==> src/rtl/stark_fpu_issue_station_pkg.sv <==
`default_nettype none
// ============================================================================
// Module      : stark_fpu_issue_station_pkg
// Description : Shared types, sizes and the operand-capture helper for the
//               FPU issue station and its age selector.
// Revision    : 1.0 - initial release
// ============================================================================
package stark_fpu_issue_station_pkg;

    localparam int FPU_RS_NENT   = 4;
    localparam int FPU_WID       = 64;
    localparam int PREG_W        = 8;
    localparam int ROB_ENTRIES   = 16;
    localparam int ROB_NDX_W     = $clog2(ROB_ENTRIES);
    localparam int FPU_RS_AGE_W  = 4;
    localparam int FPU_RS_CNT_W  = 6;

    typedef logic [PREG_W-1:0]      pregno_t;
    typedef logic [ROB_NDX_W-1:0]   rob_ndx_t;
    typedef logic [ROB_ENTRIES-1:0] rob_bitmask_t;

    // Entry handed to the FPU; the four argument fields carry operand values.
    typedef struct packed {
        logic [7:0]         op;
        logic [2:0]         rm;
        rob_ndx_t           rndx;
        pregno_t            pRt;
        logic [FPU_WID-1:0] argA;
        logic [FPU_WID-1:0] argB;
        logic [FPU_WID-1:0] argC;
        logic [FPU_WID-1:0] argD;
    } reservation_station_entry_t;

    // Station slot: entry plus per-operand valid bit and source tag.
    typedef struct packed {
        reservation_station_entry_t rse;
        logic    aV;
        logic    bV;
        logic    cV;
        logic    dV;
        pregno_t pRa;
        pregno_t pRb;
        pregno_t pRc;
        pregno_t pRd;
    } fpu_rs_slot_t;

    typedef enum logic [0:0] {
        FRS_IDLE = 1'b0,
        FRS_WAIT = 1'b1
    } fpu_rs_state_e;

    // Fill every still-missing operand whose tag matches the bypass bus.
    function automatic fpu_rs_slot_t fpu_rs_capture(
        input fpu_rs_slot_t       s,
        input logic               v,
        input pregno_t            tag,
        input logic [FPU_WID-1:0] data
    );
        fpu_rs_slot_t r;
        r = s;
        if (v) begin
            if (!s.aV && (s.pRa == tag)) begin
                r.rse.argA = data;
                r.aV       = 1'b1;
            end
            if (!s.bV && (s.pRb == tag)) begin
                r.rse.argB = data;
                r.bV       = 1'b1;
            end
            if (!s.cV && (s.pRc == tag)) begin
                r.rse.argC = data;
                r.cV       = 1'b1;
            end
            if (!s.dV && (s.pRd == tag)) begin
                r.rse.argD = data;
                r.dV       = 1'b1;
            end
        end
        return r;
    endfunction

endpackage
`default_nettype wire

==> src/rtl/stark_fpu_issue_station_age_select.sv <==
`default_nettype none
// ============================================================================
// Module      : stark_fpu_rs_age_select
// Description : Combinational oldest-ready picker. Returns a one-hot select of
//               the ready slot with the largest age; ties favour lower index.
// Revision    : 1.0 - initial release
// ============================================================================
module stark_fpu_rs_age_select
    import stark_fpu_issue_station_pkg::*;
#(
    parameter int NENT = FPU_RS_NENT
)(
    input  logic [NENT-1:0]                   ready,
    input  logic [NENT-1:0][FPU_RS_AGE_W-1:0] age,
    output logic [NENT-1:0]                   sel,
    output logic                              any_ready
);

    logic [FPU_RS_AGE_W-1:0] w_best_age;

    // Upward scan; strict greater-than keeps the lower index on equal ages.
    always_comb begin
        sel        = '0;
        any_ready  = 1'b0;
        w_best_age = '0;
        for (int i = 0; i < NENT; i++) begin
            if (ready[i] && (!any_ready || (age[i] > w_best_age))) begin
                sel        = '0;
                sel[i]     = 1'b1;
                any_ready  = 1'b1;
                w_best_age = age[i];
            end
        end
    end

endmodule
`default_nettype wire

==> src/rtl/stark_fpu_issue_station.sv <==
`default_nettype none
// ============================================================================
// Module      : stark_fpu_issue_station
// Description : FPU reservation station. Buffers dispatched ops, captures late
//               operands from the bypass bus, issues the oldest ready op and
//               then waits for the FPU to report done (with a timeout).
// Revision    : 1.0 - initial release
// ============================================================================
module stark_fpu_issue_station
    import stark_fpu_issue_station_pkg::*;
#(
    parameter int NENT   = FPU_RS_NENT,
    parameter int WID    = FPU_WID,
    parameter int MAXLAT = 63
)(
    input  logic                       clk,
    input  logic                       rst,
    input  logic                       disp_v,
    input  fpu_rs_slot_t               disp_slot,
    output logic                       disp_rdy,
    input  logic                       byp_v,
    input  pregno_t                    byp_tag,
    input  logic [WID-1:0]             byp_data,
    input  rob_bitmask_t               stomp,
    input  logic                       fpu_idle,
    input  logic                       fpu_done,
    output logic                       fpu_v,
    output reservation_station_entry_t fpu_rse,
    output logic                       busy,
    output logic                       tmo
);

    // Counter value at which the next WAIT cycle reaches MAXLAT.
    localparam logic [FPU_RS_CNT_W-1:0] c_LAST = FPU_RS_CNT_W'(MAXLAT - 1);

    // Slot storage and bookkeeping
    fpu_rs_slot_t [NENT-1:0]                  r_slot;
    logic         [NENT-1:0]                  r_valid;
    logic         [NENT-1:0][FPU_RS_AGE_W-1:0] r_age;
    logic                                     r_disp_rdy;

    // Issue FSM state and registered outputs
    fpu_rs_state_e                 r_state;
    logic [FPU_RS_CNT_W-1:0]       r_cnt;
    logic                          r_fpu_v;
    reservation_station_entry_t    r_fpu_rse;
    logic                          r_busy;
    logic                          r_tmo;

    logic [FPU_WID-1:0]            w_byp_data;
    fpu_rs_slot_t                  w_disp_cap;
    logic                          w_disp_fire;
    logic [NENT-1:0]               w_free_oh;
    logic                          w_free_found;
    logic [NENT-1:0]               w_ready;
    logic [NENT-1:0]               w_sel;
    logic                          w_any_ready;
    logic                          w_issue;
    reservation_station_entry_t    w_sel_rse;
    logic [NENT-1:0]               w_valid_nxt;

    assign w_byp_data  = FPU_WID'(byp_data);
    assign w_disp_fire = disp_v & r_disp_rdy;
    assign w_disp_cap  = fpu_rs_capture(disp_slot, byp_v, byp_tag, w_byp_data);
    assign w_issue     = (r_state == FRS_IDLE) & w_any_ready & fpu_idle;

    // Lowest-index free slot receives the next dispatch.
    always_comb begin
        w_free_oh    = '0;
        w_free_found = 1'b0;
        for (int i = 0; i < NENT; i++) begin
            if (!r_valid[i] && !w_free_found) begin
                w_free_oh[i] = 1'b1;
                w_free_found = 1'b1;
            end
        end
    end

    // A slot is ready with all four operands present and its ROB entry not stomped.
    always_comb begin
        w_ready = '0;
        for (int i = 0; i < NENT; i++) begin
            w_ready[i] = r_valid[i] & r_slot[i].aV & r_slot[i].bV & r_slot[i].cV
                       & r_slot[i].dV & ~stomp[r_slot[i].rse.rndx];
        end
    end

    stark_fpu_rs_age_select #(
        .NENT (NENT)
    ) u_age_select (
        .ready     (w_ready),
        .age       (r_age),
        .sel       (w_sel),
        .any_ready (w_any_ready)
    );

    // One-hot mux of the selected slot's entry.
    always_comb begin
        w_sel_rse = '0;
        for (int i = 0; i < NENT; i++) begin
            if (w_sel[i]) begin
                w_sel_rse = r_slot[i].rse;
            end
        end
    end

    // Next occupancy: dispatch fills (invalid if stomped), issue and stomp free.
    always_comb begin
        w_valid_nxt = r_valid;
        for (int i = 0; i < NENT; i++) begin
            if (w_disp_fire && w_free_oh[i]) begin
                w_valid_nxt[i] = ~stomp[disp_slot.rse.rndx];
            end else if ((w_issue && w_sel[i]) || stomp[r_slot[i].rse.rndx]) begin
                w_valid_nxt[i] = 1'b0;
            end
        end
    end

    // Slot contents, ages and occupancy; disp_rdy is registered from occupancy.
    always_ff @(posedge clk or negedge rst) begin
        if (!rst) begin
            r_slot     <= '0;
            r_valid    <= '0;
            r_age      <= '0;
            r_disp_rdy <= 1'b1;
        end else begin
            r_valid    <= w_valid_nxt;
            r_disp_rdy <= ~(&w_valid_nxt);
            for (int i = 0; i < NENT; i++) begin
                if (w_disp_fire && w_free_oh[i]) begin
                    r_slot[i] <= w_disp_cap;
                    r_age[i]  <= '0;
                end else if (r_valid[i]) begin
                    r_slot[i] <= fpu_rs_capture(r_slot[i], byp_v, byp_tag, w_byp_data);
                    if (r_age[i] != '1) begin
                        r_age[i] <= r_age[i] + FPU_RS_AGE_W'(1);
                    end
                end
            end
        end
    end

    // Issue FSM: launch one op from IDLE, then hold until done or timeout.
    always_ff @(posedge clk or negedge rst) begin
        if (!rst) begin
            r_state   <= FRS_IDLE;
            r_cnt     <= '0;
            r_fpu_v   <= 1'b0;
            r_fpu_rse <= '0;
            r_busy    <= 1'b0;
            r_tmo     <= 1'b0;
        end else begin
            r_fpu_v <= 1'b0;
            case (r_state)
                FRS_IDLE: begin
                    if (w_issue) begin
                        r_fpu_v   <= 1'b1;
                        r_fpu_rse <= w_sel_rse;
                        r_cnt     <= '0;
                        r_busy    <= 1'b1;
                        r_state   <= FRS_WAIT;
                    end
                end
                FRS_WAIT: begin
                    r_cnt <= r_cnt + FPU_RS_CNT_W'(1);
                    if (fpu_done) begin
                        r_busy  <= 1'b0;
                        r_state <= FRS_IDLE;
                    end else if (r_cnt == c_LAST) begin
                        r_tmo   <= 1'b1;
                        r_busy  <= 1'b0;
                        r_state <= FRS_IDLE;
                    end
                end
                default: begin
                    r_busy  <= 1'b0;
                    r_state <= FRS_IDLE;
                end
            endcase
        end
    end

    assign disp_rdy = r_disp_rdy;
    assign fpu_v    = r_fpu_v;
    assign fpu_rse  = r_fpu_rse;
    assign busy     = r_busy;
    assign tmo      = r_tmo;

endmodule
`default_nettype wire

==> config.mk <==
export PLATFORM = sky130hd
export DESIGN_NAME = stark_fpu_issue_station
export DESIGN_NICKNAME = d
export VERILOG_FILES = /design/src/rtl/stark_fpu_issue_station_pkg.sv /design/src/rtl/stark_fpu_issue_station_age_select.sv /design/src/rtl/stark_fpu_issue_station.sv
export SDC_FILE = /design/constraint.sdc
export NUM_CORES = 2
export LEC_CHECK = 0
export CORE_UTILIZATION = 50
export DETAILED_ROUTE_END_ITERATION = 16
export MAX_ROUTING_LAYER = met4
export PLACE_DENSITY = 0.79
export SYNTH_ARGS = -nofsm -noshare
export SYNTH_HDL_FRONTEND = slang
export SYNTH_SLANG_ARGS = --single-unit
export TNS_END_PERCENT = 50
==> constraint.sdc <==
create_clock -name clk -period 6.96 [get_ports clk]
set_input_delay 1.044 -clock clk [delete_from_list [all_inputs] [get_ports clk]]
set_output_delay 1.044 -clock clk [all_outputs]
set_load 0.05 [all_outputs]
==> summary.md <==
| Metric | Value |
|---|---|
| Via Count | 75,300 |
| Die Wd | approximately 390 um |
| Global Route Usage Sum | 42.3% |
| Adder and majority gate portion of the synthesized area | 0.302% |
| Final period utilization | a little over nine tenths |
| Xor/xnor cell area share of the yosys netlist | 2.00% |
| Worst min-delay path category | primary input to async pin |
| Dpl cell area | 0.0840 mm^2 |
| Dpl cells | 10,600 |
| First-pass GRT wire length | 466,000 um |
| Vias per Instance | 6.88 |
| Post-synthesis register bit count | around 1,600 |
| Synthesized Nets | roughly 8,900 |
| CP Class | primary input to register |
| Mux contribution to synthesized area | 1.83% |
| CTS tree | done |
| Critical Path Slowest Stage Cell | mux4_2 |
| Setup WS post-layout | 0.183 ns |
| Main combinational cell family by area after synthesis | simple AND/OR/NAND/NOR gates |
| Syn avg cell area | just under 9 um^2 |
| Synth cell types | 55 |
| Final Hold Fails | 0 |
| Post-DP HPWL | 187,000 um |
| Routability cong. | 0.943 |
| Detailed Route WL | 318,000 um |
| Final instance area | 0.0898 mm^2 |
| CTS root buffer | clkbuf_16 |
| Final nets | 9,233 |
| Starting Density | approximately half |
| Crit path arrival time | 7.50 ns |
| Pins Over Slew Limit | 0 |
| Maximum clock frequency | 148 MHz |
| Row cnt | roughly 140 |
| Pin count of the biggest net entering global routing | 196 |
| Congestion Overflow GR | 0 |
| Total power | 37.7 mW |
| Clock-pin slew on the worst setup and hold paths | 0.06 ns |
| Worst-Margin Slew | 1.44 ns |
| Fillers | 12,000 |
| Post-synth EDFFs | 0 |
| R2R cell count | 27 |
| Skew-Pair Late Insertion Delay | 0.84 ns |
| Clk sinks | between 1,500 and 2,000 |
| Crit path to | fpu_rse[121]$_DFFE_PN0P_ |
| Sequential share of the synthesized area | 52.6% |
| Finished Layout Cells | 10,900 |
| Leakage | 41.1 nW |
| # DRC | 0 |
| PwrDens | 420 mW/mm^2 |
| Reg2reg end | fpu_rse[121]$_DFFE_PN0P_ |
| Initial drt markers | 13,300 |
| Initial antenna violation count | 73 |
| Critical Path Start | stomp[1] |
| Ys async rst share | 100% |
| Initial DRT Pass Iterations | 10 |
| CP max stage delay | 0.58 ns |
| CTS Buf Count | 165 |
| Max-slew headroom | under 10% |
| Max Cap Viol | 0 |
| Layout cells sized above 1 | 7.15% |
| Synth warn | 0 |
| Primary FF master, synth | dfrtp_1 |
| Die Ht | roughly 390 um |
| Worst setup EP type | register |
| Synth Area in Compound Gates | 18.0% |
| Status | complete, no violations |
| Most used cell, CP | ha_1 |
| IO Pins | 692 |
| Mapped Area | 0.0746 mm^2 |
| Synth Area in Simple Gates | 20.8% |
| Synth Instances | 8,522 |
| Worst vdd ir | 0.000309 V |
| Place WS | -0.528 ns |
| Worst-path maximum fanout | 18 |
| Worst path required time | 7.69 ns |
| CTS Buffer Depth | 3 |
| R2R Setup Slk | 0.29 ns |
| Synthesis-to-finish area growth | 20.3% |
| Number of global-route vias before repair | roughly 73,000 |
| Core box area | 0.148 mm^2 |
| Final Critical Period | 6.78 ns |
| Die Area | 0.151 mm^2 |
| Routed len/inst | between 20 and 30 um |
| Final setup fails | 0 |
| Antenna viol nets, final | 0 |
| H-tree depth | 4 |
| Startpoint Class | primary input |
| Clk_skew | 0.0270 ns |
| R2r startpoint | r_slot[301]$_DFFE_PN0P_ |
| Number of port buffers | 691 |
[area by class of cell]
cell class	instances	area (um^2)	area share, %
inverters	25	101	0.113
multi-input cells	6084	32500	36.2
diodes	79	198	0.220
flip-flops and latches	1570	39300	43.7
clock buffers	244	4860	5.41
well taps	1930	2410	2.69
clock inverters	53	714	0.795
repair buffers	960	9720	10.8
[through the flow]
step | TNS, ns | hold slack [ns] | util (%)
final | 0 | 0.253 | 60.7
after global routing | -0.0256 | 0.294 | 60.7
after CTS | 0 | 0.253 | 60.5
after detailed placement | -118.54 | 0.455 | 56.8
after global placement | -101.82 | 0.450 | 56.8
after floorplan | -59.78 | 0.437 | -
[cell usage in the layout, fill, tap and decap left out, types with 22 or more instances in the layout]
cell	instances
xor2_1	88
a21oi_1	556
clkbuf_16	169
clkbuf_1	39
o32ai_1	130
clkdlybuf4s50_1	690
buf_4	208
o22ai_1	960
o21ai_0	98
clkinv_2	22
o311ai_1	137
mux4_2	22
a211o_1	141
diode_2	79
dfrtp_1	1568
nor4_1	31
inv_1	24
nor2_1	2210
nand3_1	22
xnor2_1	82
and3_1	535
buf_12	60
mux2i_1	78
nand2_1	788
nand4_1	29
clkbuf_8	37
[cells by family (layout without fill, tap and decap cells)]
group	after synthesis	after routing
adder cells (fa/ha/maj)	18	18
multiplexers	108	108
buffers and inverters	868	1282
AND/OR/NAND/NOR	3689	3689
AO/OA/AOI/OAI	2099	2099
flip-flops	1570	1570
XOR/XNOR	170	170
other	0	79
[where the power goes]
group / internal, mW / switching [mW]
combinational: 4.37 / 8.08
sequential: 13.1 / 2.93
clock: 5.28 / 3.95
[worst min path at each step]
stage,from,to,slack (ns),depth (start not counted)
floorplan,r_slot[292]$_DFFE_PN0P_,r_slot[292]$_DFFE_PN0P_,0.44,2
global placement,r_slot[625]$_DFFE_PN0P_,r_slot[625]$_DFFE_PN0P_,0.45,2
detailed placement,r_slot[607]$_DFFE_PN0P_,r_slot[607]$_DFFE_PN0P_,0.46,2
CTS,rst,r_slot[1054]$_DFFE_PN0P_,0.25,1
global route,rst,fpu_rse[72]$_DFFE_PN0P_,0.29,1
finish,rst,r_slot[1054]$_DFFE_PN0P_,0.25,1
[cells in the mapped netlist, types with 82 or more instances]
| cell type | number | area (um^2) |
|---|---|---|
| clkbuf_1 | 691 | 2590 |
| xnor2_1 | 82 | 718 |
| a21oi_1 | 570 | 2850 |
| dfrtp_1 | 1569 | 39300 |
| xor2_1 | 88 | 771 |
| and3_1 | 537 | 3360 |
| nor2_1 | 2216 | 8320 |
| o311ai_1 | 137 | 1200 |
| o21ai_0 | 100 | 500 |
| buf_1 | 107 | 402 |
| o22ai_1 | 960 | 6010 |
| a211o_1 | 141 | 1230 |
| o32ai_1 | 130 | 1140 |
| nand2_1 | 804 | 3020 |
[critical path: cells and delay by family]
kind | cells | cell delay [ns]
buf+inv | 4 | 1.08
mux | 3 | 1.40
compound gates | 12 | 2.23
simple gates | 6 | 0.81
fa+ha+maj | 3 | 0.92
[layer usage]
| metal | track usage, % | share of wire, % |
|---|---|---|
| met2 | 58.7 | 42 |
| met4 | 29.4 | 7.5 |
| met3 | 15.4 | 16 |
| met5 | - | 0 |
| met1 | 51.0 | 34 |
[sequential cells by signal (all words and copies together) (netlist names)]
name      count
r_age        16
busy          1
r_state       1
r_cnt         6
disp_rdy      1
fpu_rse     279
fpu_v         1
tmo           1
r_valid       4
r_slot     1260
[what timing repair did]
item                                    CTS  global route
resized for setup                         0             2
setup buffers                             0             1
endpoints found under the setup margin    0             9
hold buffers                              0             0
(Power assumes the default switching activity.)
